**config.mk**
```make
export PLATFORM = sky130hd
export DESIGN_NAME = qos_egress_arbiter
export DESIGN_NICKNAME = d
export VERILOG_FILES = /design/src/rtl/qos_pkg.sv /design/src/rtl/rr_pick.sv /design/src/rtl/qos_egress_arbiter.sv
export SDC_FILE = /design/constraint.sdc
export NUM_CORES = 1
export LEC_CHECK = 0
export CORE_UTILIZATION = 40
export CTS_CLUSTER_SIZE = 24
export DETAILED_ROUTE_END_ITERATION = 6
export GPL_TIMING_DRIVEN = 0
export MAX_ROUTING_LAYER = met4
export PLACE_DENSITY_LB_ADDON = 0.08
export SKIP_LAST_GASP = 1
export SLEW_MARGIN = 20
export SYNTH_ARGS = -nofsm -noshare
export SYNTH_HDL_FRONTEND = slang
export SYNTH_SLANG_ARGS = --single-unit
```
**constraint.sdc**
```tcl
create_clock -name clk -period 2.4 [get_ports clk]
set_input_delay 0.48 -clock clk [delete_from_list [all_inputs] [get_ports clk]]
set_output_delay 0.48 -clock clk [all_outputs]
set_load 0.005 [all_outputs]
```
**src/rtl/qos_pkg.sv**
```systemverilog
// Shared definitions for the QoS egress path.
// Class codes, state encoding and sizing constants.
package qos_pkg;

    localparam int NUM_CLASSES = 4;
    localparam int WORD_W      = 12;

    localparam logic [1:0] CLS_P0 = 2'b00;
    localparam logic [1:0] CLS_P1 = 2'b01;
    localparam logic [1:0] CLS_P2 = 2'b10;
    localparam logic [1:0] CLS_P3 = 2'b11;

    typedef enum logic {
        ST_IDLE  = 1'b0,
        ST_SERVE = 1'b1
    } qos_state_e;

endpackage

```
**src/rtl/rr_pick.sv**
```systemverilog
// Round-robin picker: first set bit of req at start+1, start+2, ... wrapping,
// with start itself checked last. Ports: req, start in; idx, any_valid out.
module rr_pick
    import qos_pkg::*;
(
    input  logic [NUM_CLASSES-1:0] req,
    input  logic [1:0]             start,
    output logic [1:0]             idx,
    output logic                   any_valid
);

    logic [1:0] cand;

    // Walk from farthest to nearest so the nearest request wins.
    always_comb begin
        idx       = start;
        any_valid = 1'b0;
        cand      = start;
        for (int i = 4; i >= 1; i--) begin
            cand = start + 2'(i);
            if (req[cand]) begin
                idx       = cand;
                any_valid = 1'b1;
            end
        end
    end

endmodule

```
**src/rtl/qos_egress_arbiter.sv**
```systemverilog
// Weighted round-robin drain of four class FIFOs into one output FIFO.
// Ports: clk, reset, active, empty[3:0], fifo_data0..3, almost_full_out in;
// pop[3:0], push, data_out out. Pop-to-push latency is two cycles.
module qos_egress_arbiter
    import qos_pkg::*;
#(
    parameter int WORD_W = qos_pkg::WORD_W,
    parameter int W0     = 4,
    parameter int W1     = 3,
    parameter int W2     = 2,
    parameter int W3     = 1
) (
    input  logic                   clk,
    input  logic                   reset,
    input  logic                   active,
    input  logic [NUM_CLASSES-1:0] empty,
    input  logic [WORD_W-1:0]      fifo_data0,
    input  logic [WORD_W-1:0]      fifo_data1,
    input  logic [WORD_W-1:0]      fifo_data2,
    input  logic [WORD_W-1:0]      fifo_data3,
    input  logic                   almost_full_out,
    output logic [NUM_CLASSES-1:0] pop,
    output logic                   push,
    output logic [WORD_W-1:0]      data_out
);

    qos_state_e  state;
    logic [1:0]  cur;
    logic [3:0]  credit;
    logic [1:0]  pop_sel;
    logic        vld1;
    logic [1:0]  sel1;

    logic [NUM_CLASSES-1:0] req;
    logic [1:0]  pick_idx;
    logic        pick_any;

    logic        gnt;
    logic [1:0]  gnt_idx;
    logic [1:0]  nxt_cur;
    logic [3:0]  nxt_credit;
    logic [WORD_W-1:0] word_mux;

    function automatic logic [3:0] weight(input logic [1:0] k);
        unique case (k)
            CLS_P0: return 4'(W0);
            CLS_P1: return 4'(W1);
            CLS_P2: return 4'(W2);
            CLS_P3: return 4'(W3);
        endcase
    endfunction

    assign req = ~empty;

    rr_pick u_pick (
        .req       (req),
        .start     (cur),
        .idx       (pick_idx),
        .any_valid (pick_any)
    );

    // The picker checks cur last, so a lone nonempty cur with no credit
    // lands in the second branch and reloads its own weight.
    always_comb begin
        gnt        = 1'b0;
        gnt_idx    = cur;
        nxt_cur    = cur;
        nxt_credit = credit;
        if (active && !almost_full_out) begin
            if (!empty[cur] && credit != 4'd0) begin
                gnt        = 1'b1;
                nxt_credit = credit - 4'd1;
            end else if (pick_any) begin
                gnt        = 1'b1;
                gnt_idx    = pick_idx;
                nxt_cur    = pick_idx;
                nxt_credit = weight(pick_idx) - 4'd1;
            end
        end
    end

    always_comb begin
        word_mux = fifo_data0;
        unique case (sel1)
            CLS_P0: word_mux = fifo_data0;
            CLS_P1: word_mux = fifo_data1;
            CLS_P2: word_mux = fifo_data2;
            CLS_P3: word_mux = fifo_data3;
        endcase
    end

    always_ff @(posedge clk) begin
        if (reset) begin
            state    <= ST_IDLE;
            cur      <= CLS_P0;
            credit   <= 4'(W0);
            pop      <= '0;
            pop_sel  <= CLS_P0;
            vld1     <= 1'b0;
            sel1     <= CLS_P0;
            push     <= 1'b0;
            data_out <= '0;
        end else begin
            state    <= gnt ? ST_SERVE : ST_IDLE;
            cur      <= nxt_cur;
            credit   <= nxt_credit;
            pop      <= gnt ? (4'b0001 << gnt_idx) : '0;
            pop_sel  <= gnt_idx;
            // FIFO data for a SERVE cycle arrives one cycle later.
            vld1     <= (state == ST_SERVE);
            sel1     <= pop_sel;
            push     <= vld1;
            if (vld1) begin
                data_out <= word_mux;
            end
        end
    end

endmodule

```
==> impl_metrics.json, run 1 <==
{
  "status": "finished clean",
  "required_ns": 2.56,
  "die_x_um": 62.8,
  "finalWorstSetupSlack_ns": 0.126,
  "fin_cells": 265,
  "setup_viol": 0,
  "hold_violations": 0,
  "grt_pass1_wl_um": 6160,
  "antenna_left": 0,
  "endpoint_kind": "flop",
  "insertion_delay_ns": 0.26,
  "combPwrFrac": 0.283,
  "hpwl_um": 2980,
  "core.rowCount": 21,
  "synthesis.area_um2": 1480,
  "die_area_um2": 3950,
  "rsz0062_at_grt": "no",
  "die_y_um": 62.8,
  "p_clk_frac": 0.245,
  "cts-root-buf": "clkbuf_8",
  "tritoncts": "done",
  "synth.distinct_cells": 33,
  "cts.sinks": 27,
  "grt_start_max_net_pins": 15,
  "grt_pass1_vias": 1338,
  "fin_util": 0.676,
  "drt_pass1_iterations": 4,
  "overflow": 0,
  "power.share.sequential": 0.472,
  "crit_fanout": 9,
  "critPathKind": "input port to flop",
  "track_usage": 0.202,
  "cts_max_path_buffers": 2,
  "reg2reg_depth": 8,
  "dp_worst_setup_slack_ns": -0.411,
  "place_inst": 259,
  "final.period_utilization": 0.948,
  "fin_tns_setup_ns": 0,
  "cts.htree.levels": 1,
  "drt_iter0_drc": 62,
  "antenna_found_initial": 0,
  "fin_skew_ns": 0.00532,
  "worst_setup_path_start_kind": "input port",
  "vdd_drop_max_uv": 420,
  "ys_seq_elements": 27,
  "min_to": "vld1",
  "vias_per_cell": 5.12,
  "min_from": "state",
  "crit_arrival_ns": 2.43,
  "antenna_cells": 0,
  "finalCriticalPeriod_ns": 2.27,
  "max_slew_margin": 0.424,
  "fp.coreArea_um2": 3440,
  "num_io_pins": 73,
  "r2r-start": "pop_sel[0]",
  "synthCells": 141,
  "tightest_slew_ns": 0.856,
  "p_int_mw": 0.762,
  "syn_area_per_cell_um2": 10.5,
  "stdcell_area_um2": 2330,
  "start_util": 0.430,
  "wl_um": 3600,
  "seq_area_frac_synth": 0.365,
  "drc": 0,
  "hold_class": "flop to flop",
  "powerDensity_nw_per_um2": 436,
  "drive_gt1_frac": 0.142,
  "drv_cap": 0,
  "clkSlewWorstSetupHoldPaths_ns": 0.09,
  "gp_congestion": 0.789,
  "synthToLayoutAreaGrowth_pct": 57.2,
  "syn_nets": 201,
  "swShare": 0.248,
  "num_vias": 1358,
  "nNetsFinal": 280,
  "holdPathStages": 1,
  "hold_buffers": 0,
  "fmax_mhz": 440,
  "numCtsBuffers": 3,
  "numPortBuffers": 72,
  "drv_slew": 0,
  "p_switching_mw": 0.251,
  "reg2reg_slack_ns": 0.17,
  "leakagePower_nw": 0.844,
  "regToRegEndpoint": "credit[2]",
  "ys.warnings.count": 0,
  "wire_per_inst_um": 13.6,
  "place_area_um2": 2260
}
-- through the flow --
stage | hold WS (ns) | power, mW
after floorplan | 0.414 | 0.633
after global placement | 0.427 | 0.757
after detailed placement | 0.444 | 0.767
after CTS | 0.458 | 1.02
after global routing | 0.460 | 1.07
final | 0.447 | 1.01
-- power groups by stage --
| stage | Combinational, mW | Clock, mW | Sequential (mW) |
|---|---|---|---|
| final | 0.287 | 0.248 | 0.479 |
| after global routing | 0.314 | 0.277 | 0.481 |
| after CTS | 0.286 | 0.258 | 0.478 |
| after detailed placement | 0.278 | 0 | 0.489 |
| after global placement | 0.269 | 0 | 0.488 |
| after floorplan | 0.146 | 0 | 0.487 |
-- worst max-delay path by stage --
| stage | slack [ns] | endpoint | from |
|---|---|---|---|
| after floorplan | 0.35 | credit[2] | empty[3] |
| after global placement | -0.32 | credit[2] | empty[1] |
| after detailed placement | -0.41 | credit[2] | empty[1] |
| after CTS | 0.14 | credit[1] | empty[1] |
| after global routing | 0.01 | credit[3] | empty[1] |
| final | 0.13 | credit[2] | empty[3] |
-- layer usage --
metal	global-route usage	part of all wire	wire length (µm)
met1	0.252	0.43	1540
met2	0.349	0.54	1930
met3	0.0420	0.032	117
met4	0.0174	0.0036	13
met5	-	0	0
-- cells in the mapped netlist --
cell type	count	share of area
dfxtp_1	27	0.37
nor2_1	27	0.068
mux2i_1	16	0.11
mux4_2	13	0.20
nor2b_1	6	0.025
nand2_1	5	0.013
a21oi_1	4	0.014
clkbuf_1	4	0.010
ha_1	4	0.034
inv_1	4	0.010
nand2b_1	3	0.013
o21ai_0	3	0.010
and2b_1	2	0.010
nand3_1	2	0.0068
nor3_1	2	0.0068
o211ai_1	2	0.010
a211oi_2	1	0.0085
a22oi_1	1	0.0051
a2bb2oi_1	1	0.0059
and2_1	1	0.0042
buf_1	1	0.0025
buf_2	1	0.0034
buf_6	1	0.0076
mux2_2	1	0.0076
nand3b_1	1	0.0051
nand4_1	1	0.0042
nor4_1	1	0.0042
o211ai_2	1	0.0085
o221a_2	1	0.0076
o2bb2ai_1	1	0.0059
o311ai_1	1	0.0059
or2_2	1	0.0042
or4_4	1	0.0076
-- cells in the final DEF (no fill, tap or decap), types with 2 or more instances in the layout --
cell	instances
ha_2	3
nand3_1	2
mux4_2	13
nor2b_1	6
nand2_1	5
inv_1	4
clkdlybuf4s50_1	68
clkbuf_1	5
nand2b_1	3
o21ai_0	3
dfxtp_1	27
buf_4	2
mux2i_1	15
nor3_1	2
and2b_1	2
nor2_1	26
a21oi_1	4
dlygate4sd2_1	4
o211ai_1	2
clkbuf_8	3
-- state kept, by name (all words and copies together) (netlist names) --
signal	count
pop_sel	2
vld1	1
sel1	2
credit	4
push	1
data_out	12
pop	4
state	1
-- final cells by class --
type | instances | area (µm²)
sequential | 27 | 541
buffer | 7 | 35.0
tap | 46 | 57.6
multi-input combinational | 103 | 903
inverter | 4 | 15.0
clock buffer | 4 | 45.0
fill | 284 | 1110
timing repair buffer | 74 | 731
-- worst max-delay path, cell delays in order --
cell           delay [ns]
dlygate4sd2_1        0.29
mux4_2               0.60
or2_2                0.37
a21oi_1              0.20
ha_2                 0.23
nor2_1               0.05
o21ai_0              0.13
nand3_1              0.08
-- logic make-up (layout without fill, tap and decap cells) --
logic type / Yosys count / count (layout) / synth area share
AO/OA/AOI/OAI: 16 / 16 / 0.0811
flip-flops: 27 / 27 / 0.365
multiplexers: 30 / 30 / 0.314
buffers and inverters: 11 / 89 / 0.0338
AND/OR/NAND/NOR: 53 / 53 / 0.172
adder cells (fa/ha/maj): 4 / 4 / 0.0338
-- timing repair --
action / in CTS / in global routing
setup endpoints to repair: 3 / 2
pin swaps: 1 / 2
endpoints found under the hold margin: 0 / 0
setup buffers: 2 / 0
gates resized for setup: 8 / 1
(Power assumes the default switching activity.)
==> run 2: changes to the inputs <==
--- a/config.mk
+++ b/config.mk
@@ -8,6 +8,7 @@
 export CORE_UTILIZATION = 40
 export CTS_CLUSTER_SIZE = 24
 export DETAILED_ROUTE_END_ITERATION = 6
+export GPL_ROUTABILITY_DRIVEN = 0
 export GPL_TIMING_DRIVEN = 0
 export MAX_ROUTING_LAYER = met4
 export PLACE_DENSITY_LB_ADDON = 0.08
==> results of run 2 <==
The final DEF is identical to that of run 1; final timing and power are the same.
